`config.mk`:
```
export PLATFORM = sky130hd
export DESIGN_NAME = tone_synth
export DESIGN_NICKNAME = d
export VERILOG_FILES = /design/src/rtl/tone_synth_pkg.sv /design/src/rtl/tone_voice.sv /design/src/rtl/tone_synth.sv
export SDC_FILE = /design/constraint.sdc
export NUM_CORES = 1
export LEC_CHECK = 0
export CAP_MARGIN = 20
export CORE_MARGIN = 2
export CORE_UTILIZATION = 40
export CTS_CLUSTER_SIZE = 10
export DETAILED_ROUTE_END_ITERATION = 7
export DONT_BUFFER_PORTS = 1
export SYNTH_ARGS = -nofsm -noshare
export SYNTH_HDL_FRONTEND = slang
export SYNTH_SLANG_ARGS = --single-unit
```
`constraint.sdc`:
```
create_clock -name clk_in -period 3.8 [get_ports clk_in]
set_clock_uncertainty 0.2 [all_clocks]
set_input_delay 0.76 -clock clk_in [delete_from_list [all_inputs] [get_ports clk_in]]
set_output_delay 0.76 -clock clk_in [all_outputs]
set_load 0.02 [all_outputs]
```
`src/rtl/tone_synth_pkg.sv`:
```
// tone_synth_pkg: note indices, voice states and the 12 MHz half-period table
package tone_synth_pkg;
  localparam logic [5:0] NOTE_STOP = 6'd0;
  localparam logic [5:0] NOTE_C4   = 6'd1;
  localparam logic [5:0] NOTE_A4   = 6'd10;
  localparam logic [5:0] NOTE_C7   = 6'd37;
  localparam logic [5:0] NOTE_MAX  = 6'd37;
  typedef enum logic {V_IDLE, V_PLAY} voice_state_t;
  localparam logic [15:0] HALF_END [0:37] = '{
    16'd0,
    16'd22933, 16'd21645, 16'd20430, 16'd19284, 16'd18201, 16'd17180,
    16'd16215, 16'd15305, 16'd14446, 16'd13635, 16'd12870, 16'd12148,
    16'd11466, 16'd10822, 16'd10215, 16'd9641,  16'd9100,  16'd8589,
    16'd8107,  16'd7652,  16'd7223,  16'd6817,  16'd6435,  16'd6073,
    16'd5732,  16'd5411,  16'd5107,  16'd4820,  16'd4550,  16'd4294,
    16'd4053,  16'd3826,  16'd3611,  16'd3408,  16'd3217,  16'd3036,
    16'd2866
  };
  function automatic logic [15:0] half_end(input logic [5:0] n);
    return (n <= NOTE_MAX) ? HALF_END[n] : 16'd0;
  endfunction
endpackage

```
`src/rtl/tone_voice.sv`:
```
// tone_voice: one square-wave voice with phase counter and tick-based duration
module tone_voice import tone_synth_pkg::*; #(
  parameter int CNT_W = 18,
  parameter int DUR_W = 16
) (
  input  logic             clk_in,
  input  logic             rst_n_in,
  input  logic             ld,
  input  logic             play,
  input  logic [CNT_W-1:0] end_val,
  input  logic [DUR_W-1:0] dur,
  input  logic             tick,
  output logic             ch_out,
  output logic             busy
);
  voice_state_t state_q, state_d;
  logic [CNT_W-1:0] cnt_q, cnt_d, end_q, end_d;
  logic [DUR_W-1:0] dur_q, dur_d;
  logic out_q, out_d, wrap, expire;
  assign wrap = cnt_q == end_q;
  assign expire = tick && dur_q == DUR_W'(1);
  // a load on this channel always overrides a same-cycle tick or expiry
  always_comb begin
    state_d = state_q;
    cnt_d = cnt_q;
    end_d = end_q;
    dur_d = dur_q;
    out_d = out_q;
    if (ld) begin
      state_d = play ? V_PLAY : V_IDLE;
      cnt_d = '0;
      end_d = end_val;
      dur_d = play ? dur : '0;
      out_d = play;
    end else if (state_q == V_PLAY) begin
      state_d = expire ? V_IDLE : V_PLAY;
      cnt_d = (wrap || expire) ? '0 : cnt_q + 1'b1;
      out_d = expire ? 1'b0 : out_q ^ wrap;
      dur_d = (tick && dur_q != '0) ? dur_q - 1'b1 : dur_q;
    end
  end
  always_ff @(posedge clk_in or negedge rst_n_in)
    if (!rst_n_in) begin
      state_q <= V_IDLE;
      cnt_q <= '0;
      end_q <= '0;
      dur_q <= '0;
      out_q <= 1'b0;
    end else begin
      state_q <= state_d;
      cnt_q <= cnt_d;
      end_q <= end_d;
      dur_q <= dur_d;
      out_q <= out_d;
    end
  assign ch_out = out_q;
  assign busy = state_q == V_PLAY;
endmodule

```
`src/rtl/tone_synth.sv`:
```
// tone_synth: polyphonic square-wave synth with note handshake and PWM mix
module tone_synth import tone_synth_pkg::*; #(
  parameter int NUM_CH   = 4,
  parameter int CNT_W    = 18,
  parameter int DUR_W    = 16,
  parameter int TICK_DIV = 12000,
  parameter int OCT_DN   = 0,
  localparam int CH_W    = (NUM_CH > 1) ? $clog2(NUM_CH) : 1
) (
  input  logic              clk_in,
  input  logic              rst_n_in,
  input  logic              cmd_valid,
  output logic              cmd_ready,
  input  logic [CH_W-1:0]   cmd_ch,
  input  logic [5:0]        cmd_note,
  input  logic [DUR_W-1:0]  cmd_dur,
  output logic [NUM_CH-1:0] ch_out,
  output logic [NUM_CH-1:0] ch_busy,
  output logic              mix_out,
  output logic              note_err
);
  localparam int PRE_W = $clog2(TICK_DIV + 1);
  logic accept, ch_ok, note_ok, tick, ld_vld, ld_play;
  logic [CH_W-1:0] ld_ch, pwm_cnt;
  logic [CNT_W-1:0] ld_end;
  logic [DUR_W-1:0] ld_dur;
  logic [PRE_W-1:0] pre_cnt;
  logic [3:0] pop;
  assign accept = cmd_valid && cmd_ready;
  assign ch_ok = int'(cmd_ch) < NUM_CH;
  assign note_ok = cmd_note != NOTE_STOP && cmd_note <= NOTE_MAX;
  assign tick = pre_cnt == PRE_W'(TICK_DIV - 1);
  always_comb begin
    pop = '0;
    for (int i = 0; i < NUM_CH; i++) pop = pop + 4'(ch_out[i]);
  end
  // command stage registers the table lookup; voices load one cycle later
  always_ff @(posedge clk_in or negedge rst_n_in)
    if (!rst_n_in) begin
      cmd_ready <= 1'b1;
      ld_vld <= 1'b0;
      ld_play <= 1'b0;
      ld_ch <= '0;
      ld_end <= '0;
      ld_dur <= '0;
      note_err <= 1'b0;
      pre_cnt <= '0;
      pwm_cnt <= '0;
      mix_out <= 1'b0;
    end else begin
      cmd_ready <= !accept;
      ld_vld <= accept && ch_ok;
      ld_play <= note_ok;
      ld_ch <= cmd_ch;
      ld_end <= CNT_W'(half_end(cmd_note)) << OCT_DN;
      ld_dur <= cmd_dur;
      note_err <= accept && (!ch_ok || (!note_ok && cmd_note != NOTE_STOP));
      pre_cnt <= tick ? '0 : pre_cnt + 1'b1;
      pwm_cnt <= (pwm_cnt == CH_W'(NUM_CH - 1)) ? '0 : pwm_cnt + 1'b1;
      mix_out <= 4'(pwm_cnt) < pop;
    end
  for (genvar i = 0; i < NUM_CH; i++) begin : g_v
    tone_voice #(.CNT_W(CNT_W), .DUR_W(DUR_W)) u_voice (
      .clk_in  (clk_in),
      .rst_n_in(rst_n_in),
      .ld      (ld_vld && ld_ch == CH_W'(i)),
      .play    (ld_play),
      .end_val (ld_end),
      .dur     (ld_dur),
      .tick    (tick),
      .ch_out  (ch_out[i]),
      .busy    (ch_busy[i])
    );
  end
endmodule

```
=== After elaboration in Yosys (flattened, before gate mapping) ===
Memory sizes are Yosys's and may differ from the RTL's.
Index checks and enable logic that the tools add are counted.

* Register bits after elaboration: 263
* Memory bits (read-only): 1,024
* Output and inout bits: 11
* Word-level logic and storage cells: 160
* Memories kept: 1

* Add/subtract/negate cells: 13
* Order comparisons: 3
* Eq/ne operators: 13
* Muxes and demuxes: 55
* Bitwise logic cells: 5
* Reduce and logical (&&, ||, !) cells: 40

{| class="wikitable"
|+ Memories
! name !! words !! width !! rd ports !! clocked after Yosys merged registers in !! wr ports !! RTL line !! text
|-
| (name not given) || 64 || 16 || 1 || 0 || 0 || tone_synth_pkg.sv:20 || <nowiki>return (n <= NOTE_MAX) ? HALF_END[n] : 16'd0;</nowiki>
|}

{| class="wikitable"
|+ Operators by type and width
! kind !! number
|-
| $mux W16 || 16
|-
| $mux W18 || 12
|-
| $add A18 B1 Y18 const B || 4
|-
| $eq A18 B16 Y1 || 4
|-
| $eq A16 B1 Y1 const B || 4
|-
| $reduce_bool A16 Y1 || 4
|-
| $sub A16 B1 Y16 const B || 4
|-
| $mux W1 || 25
|-
| $logic_and A1 B1 Y1 || 16
|-
| $reduce_bool A2 Y1 || 8
|-
| $add A14 B1 Y14 const B || 1
|-
| $eq A14 B14 Y1 const B || 1
|-
| $mux W14 || 1
|-
| $reduce_and A2 Y1 || 4
|-
| $ge A7 B7 Y1 const B || 1
|-
| $not A6 Y7 || 1
|-
| $eq A2 B2 Y1 const B || 3
|-
| $le A6 B6 Y1 const B || 1
|-
| $reduce_bool A6 Y1 || 1
|-
| $add A3 B1 Y4 || 1
|-
| $logic_or A1 B1 Y1 || 4
|-
| $lt A2 B4 Y1 || 1
|-
| $xor A1 B1 Y1 || 4
|-
| $add A2 B1 Y3 || 1
|-
| other kinds (6) || 7
|}

=== Logic depth before layout (Yosys ltp) ===
* Depth after elaboration: 6
* Depth in mapped cells: 10
* Gate-level depth less buffers: 8

=== By module ===
Synthesis repeated with hierarchy kept, for this count alone.

* Cell total of the unflattened synthesis: 1,443
* Area total of the unflattened synthesis: 14,515.2 µm²

{| class="wikitable"
|+ By module, submodules not included
! module !! instances !! cells an instance !! area an instance (µm²) !! seq. area each (µm²)
|-
| tone_voice || 4 || 294 || 2,955.3 || 1,351.3
|-
| tone_synth || 1 || 267 || 2,693.8 || 1,352.5
|}

=== Least setup slack after synthesis ===
OpenSTA, ideal clock, no wires.

* Path kind: reg-to-reg
* From: reg pre_cnt[8]
* To: reg g_v[3].u_voice.dur_q[3]
* Arrival: 2,515 ps
* Required time: 3,471 ps
* Slack: 955 ps
* Stages on the path, launching flop included: 9
* Path buffers: 2
* Path through: dfrtp_1 > or3b_1 > or4_1 > buf_4 > or3_1 > buf_6 > or4_1 > xor2_1 > o21ai_1

* Longest elaborated chain between the ends: 4

{| class="wikitable"
|+ Ends and longest elaborated chain
! element !! RTL line !! text
|-
| start: declaration || tone_synth.sv:27 || <nowiki>logic [PRE_W-1:0] pre_cnt;</nowiki>
|-
| start signal: assignment || tone_synth.sv:58 || <nowiki>pre_cnt <= tick ? '0 : pre_cnt + 1'b1;</nowiki>
|-
| $eq A14 B14 Y1 || tone_synth.sv:32 || <nowiki>assign tick = pre_cnt == PRE_W'(TICK_DIV - 1);</nowiki>
|-
| $logic_and A1 B1 Y1 || tone_voice.sv:39 || <nowiki>dur_d = (tick && dur_q != '0) ? dur_q - 1'b1 : dur_q;</nowiki>
|-
| $reduce_bool A2 Y1 (no line) || n/a ||
|-
| $reduce_and A2 Y1 (no line) || n/a ||
|-
| end signal: assignment || tone_voice.sv:53 || <nowiki>dur_q <= dur_d;</nowiki>
|-
| end: declaration || tone_voice.sv:18 || <nowiki>logic [DUR_W-1:0] dur_q, dur_d;</nowiki>
|}

No other way between the ends.
A chain may end at the register's enable or synchronous reset.

=== Final worst setup path ===
* From: reg pre_cnt[0]
* To: reg g_v[0].u_voice.cnt_q[16]

* Longest elaborated chain between the ends: 6

{| class="wikitable"
|+ Ends and longest elaborated chain
! element !! RTL line !! text
|-
| $eq A14 B14 Y1 || tone_synth.sv:32 ||
|-
| $logic_and A1 B1 Y1 || tone_voice.sv:21 || <nowiki>assign expire = tick && dur_q == DUR_W'(1);</nowiki>
|-
| $logic_or A1 B1 Y1 || tone_voice.sv:37 || <nowiki>cnt_d = (wrap || expire) ? '0 : cnt_q + 1'b1;</nowiki>
|-
| $mux W18 || tone_voice.sv:37 ||
|-
| $mux W18 || tone_voice.sv:35 || <nowiki>end else if (state_q == V_PLAY) begin</nowiki>
|-
| $mux W18 || tone_voice.sv:29 || <nowiki>if (ld) begin</nowiki>
|-
| end signal: assignment || tone_voice.sv:51 || <nowiki>cnt_q <= cnt_d;</nowiki>
|-
| end: declaration || tone_voice.sv:17 || <nowiki>logic [CNT_W-1:0] cnt_q, cnt_d, end_q, end_d;</nowiki>
|}

No other way between the ends. The select of a mux whose other input is x is not followed.

==> flow_summary.json <==
{
  "cts_resized": 0,
  "netlist_top_cells_area": "dfrtp_1 (47%), xnor2_1 (7.6%), nand2_1 (7.4%), o21ai_0 (4.3%), nand3_1 (4.1%)",
  "cap_violations": 0,
  "antenna_found_initial": 0,
  "max_stage_delay_ns": 0.91,
  "dieArea_mm2": 0.0356,
  "grt_pass1_wl_mm": 55.7,
  "clock_latency_ns": 0.56,
  "viasPerCell": 5.51,
  "netlist_area_mm2": 0.0137,
  "ff2ff_setup_slack_ns": 0.42,
  "drt-initial-drc-count": 929,
  "violations": "hold timing",
  "layout.cells.non_filler": 1966,
  "path_delay_family": "simple AND/OR/NAND/NOR gates",
  "io_buffers": 0,
  "ys_async_sr_fraction": 1.00,
  "fin_setup_tns_ns": 0,
  "r2r_end": "g_v[0].u_voice.cnt_q[16]",
  "n_antenna_cell": 0,
  "hold_ws_ns": -0.296,
  "synthToLayoutAreaGrowth_pct": 9.46,
  "reg2reg_depth": 8,
  "start_util": 0.407,
  "cts_root_buf": "clkbuf_16",
  "p_leak_nw": 6.27,
  "wl_per_cell_um": 17.3,
  "rsz0062_at_grt": "no",
  "htreeDepth": 1,
  "syn_avg_cell_area_um2": 8.92,
  "pre_cts_slack_ns": 0.318,
  "synth_top_area_cell": "dfrtp_1",
  "ys_top_cells_by_count": "nand2_1 (270), dfrtp_1 (257), o21ai_0 (118), xnor2_1 (118), nand3_1 (112)",
  "startpoint": "pre_cnt[0]",
  "crit_type": "register to register",
  "crit_buf_inv": 1,
  "powerDensity_mw_per_mm2": 521,
  "die_w_um": 189,
  "first_pass_iters": 5,
  "path_max_fanout": 9,
  "layout_worst_path_cycle_share": 0.889,
  "synth_cell_types": 73,
  "yosysMostFrequentCell": "nand2_1",
  "peakVddDrop_mv": 0.353,
  "syn_nets": 1582,
  "crit-reg2reg-launch": "pre_cnt[0]",
  "n_fill_cell": 3294,
  "cp-start-kind": "register",
  "synth_edf_count": 0,
  "via_count": 10830,
  "wirelength_met1_mm": 16.3,
  "max_slew_margin": 0.325,
  "overflow": 0,
  "synth_cells": 1531,
  "antenna_left": 0,
  "layout-drive-gt1-share": 0.0540,
  "yosys_warnings": 0,
  "slowest_stage": "or4_1",
  "nNetsFinal": 1549,
  "layout_setup_ws_ns": 0.422,
  "cts.clk_slew.worst_paths_ns": 0.06,
  "max_freq_ghz": 0.296,
  "dr_wl_met2_mm": 15.6,
  "dpl.hpwl_mm": 22.2,
  "status": "finished with violations",
  "place_inst": 1912,
  "synth-seq-cells": 258,
  "crit_required_ns": 4.03,
  "grt_max_degree": 259,
  "cp-end-kind": "register",
  "hold_viol": 257,
  "first_global_vias": 10254,
  "crit_chain": "ha_1 -> nand4_1 -> or4_1 -> nor4_4 -> nor3_1 -> clkbuf_2 -> a31o_2 -> a22o_1",
  "multiInputGateArea_mm2": 0.00670,
  "clock_sinks": 258,
  "io_pins": 38,
  "row_count": 67,
  "numCtsBuffers": 31,
  "worstPathArrival_ns": 3.61,
  "die_h_um": 189,
  "setup_viol": 0,
  "routed.top_layer": "met4",
  "layout_min_cycle_time_ns": 3.38,
  "ys_seq_area_frac": 0.473,
  "synth_top_cell_area_share": 0.471,
  "layout.area.seq_mm2": 0.00646,
  "place.gp.congestion": 0.810,
  "final-max-slew-violation-count": 0,
  "routed-wl-met3_mm": 1.52,
  "cts.path.max_buffers": 3,
  "drc": 0,
  "coreArea_mm2": 0.0335,
  "hold_class": "input pin to asynchronous set/reset pin",
  "synth-main-ff-cell": "dfrtp_1",
  "grt_usage": 0.192,
  "worst_slew_pin_slew_ns": 1.01,
  "cts_setup_buffers": 0,
  "cts_tree": "done",
  "wl_mm": 34.1
}
==> flip-flops by register name (all words and copies together) (netlist names) <==
name                cells
pwm_cnt                 2
g_v.u_voice.busy        4
pre_cnt                14
g_v.u_voice.ch_out      4
ld_dur                 16
ld_ch                   2
g_v.u_voice.end_q      60
g_v.u_voice.dur_q      64
note_err                1
g_v.u_voice.cnt_q      72
ld_end                 15
ld_vld                  1
mix_out                 1
ld_play                 1
cmd_ready               1
==> worst register-to-register path, cell delays in order (launching register included) <==
cell and delay, ns:
dfrtp_1 0.38, ha_1 0.22, nand4_1 0.21, or4_1 0.91, nor4_4 0.51, nor3_1 0.18
clkbuf_2 0.23, a31o_2 0.25, a22o_1 0.17
==> kinds of logic (layout without fill, tap and decap cells) <==
kind of cell               count (synthesis)  after routing  share of synthesized area
AOI/OAI and AO/OA                        276            276                      0.124
xor gates and xnor gates                 141            141                     0.0905
adders and majority gates                 25             25                     0.0233
buffers and inverters                    125            112                     0.0376
DFF                                      258            258                      0.473
muxes                                      3              3                    0.00238
and+or+nand+nor                          703            703                      0.249
==> cell type report <==
class | count | share of cell area
flip-flops and latches | 258 | 0.432
multi-input cells | 1148 | 0.449
well taps | 448 | 0.0375
inverters | 38 | 0.00955
clock inverters | 1 | 0.000586
clock buffers | 52 | 0.0612
repair buffers | 21 | 0.0104
==> stage by stage <==
| stage | area, um^2 | util | power, mW |
|---|---|---|---|
| 6_report | 14900 | 0.446 | 7.79 |
| 5_1_grt | 14900 | 0.446 | 8.24 |
| 4_1_cts | 14900 | 0.445 | 7.87 |
| 3_5_place_dp | 14000 | 0.418 | 5.11 |
| 3_3_place_gp | 14000 | 0.418 | 5.06 |
| 2_1_floorplan | 13700 | - | 4.72 |
==> routing by layer <==
layer | up-vias | global-route usage
li1 | 5305 | -
met1 | 5255 | 0.278
met2 | 220 | 0.306
met3 | 50 | 0.0251
met4 | 0 | 0.0457
met5 | - | 0
==> cell usage in the layout (no fill, tap or decap), drive strengths merged, types with 10 or more instances in the layout <==
cell type  netlist  routed
o311ai          10      10
nor4            34      34
and3            15      15
clkbuf          70      53
or4             16      16
nand3          112     112
nand4           35      35
dfrtp          257     257
a21oi           49      49
nand2b          13      13
or3             19      19
buf             17      20
a31oi           14      14
nor2            88      88
o21ai          120     120
a22o            16      16
xor2            23      23
nor3            59      59
xnor2          118     118
nand2          270     270
inv             38      39
ha              23      23
a21o            19      19
==> worst max path at each step <==
stage / cells after the start / end
finish: 8 / g_v[0].u_voice.cnt_q[16]
global route: 8 / g_v[0].u_voice.cnt_q[16]
CTS: 7 / g_v[0].u_voice.cnt_q[5]
detailed placement: 7 / g_v[0].u_voice.cnt_q[5]
global placement: 7 / g_v[0].u_voice.cnt_q[5]
floorplan: 8 / g_v[3].u_voice.dur_q[3]
==> where the power goes <==
part | internal, mW | leakage [nW] | switching, mW | total, mW
Clock | 1.61 | 0.447 | 1.12 | 2.73
Combinational | 0.640 | 2.48 | 0.710 | 1.35
Sequential | 3.13 | 3.34 | 0.574 | 3.71
Total | 5.38 | 6.27 | 2.40 | 7.79
Power figures use the tool's default switching activity.
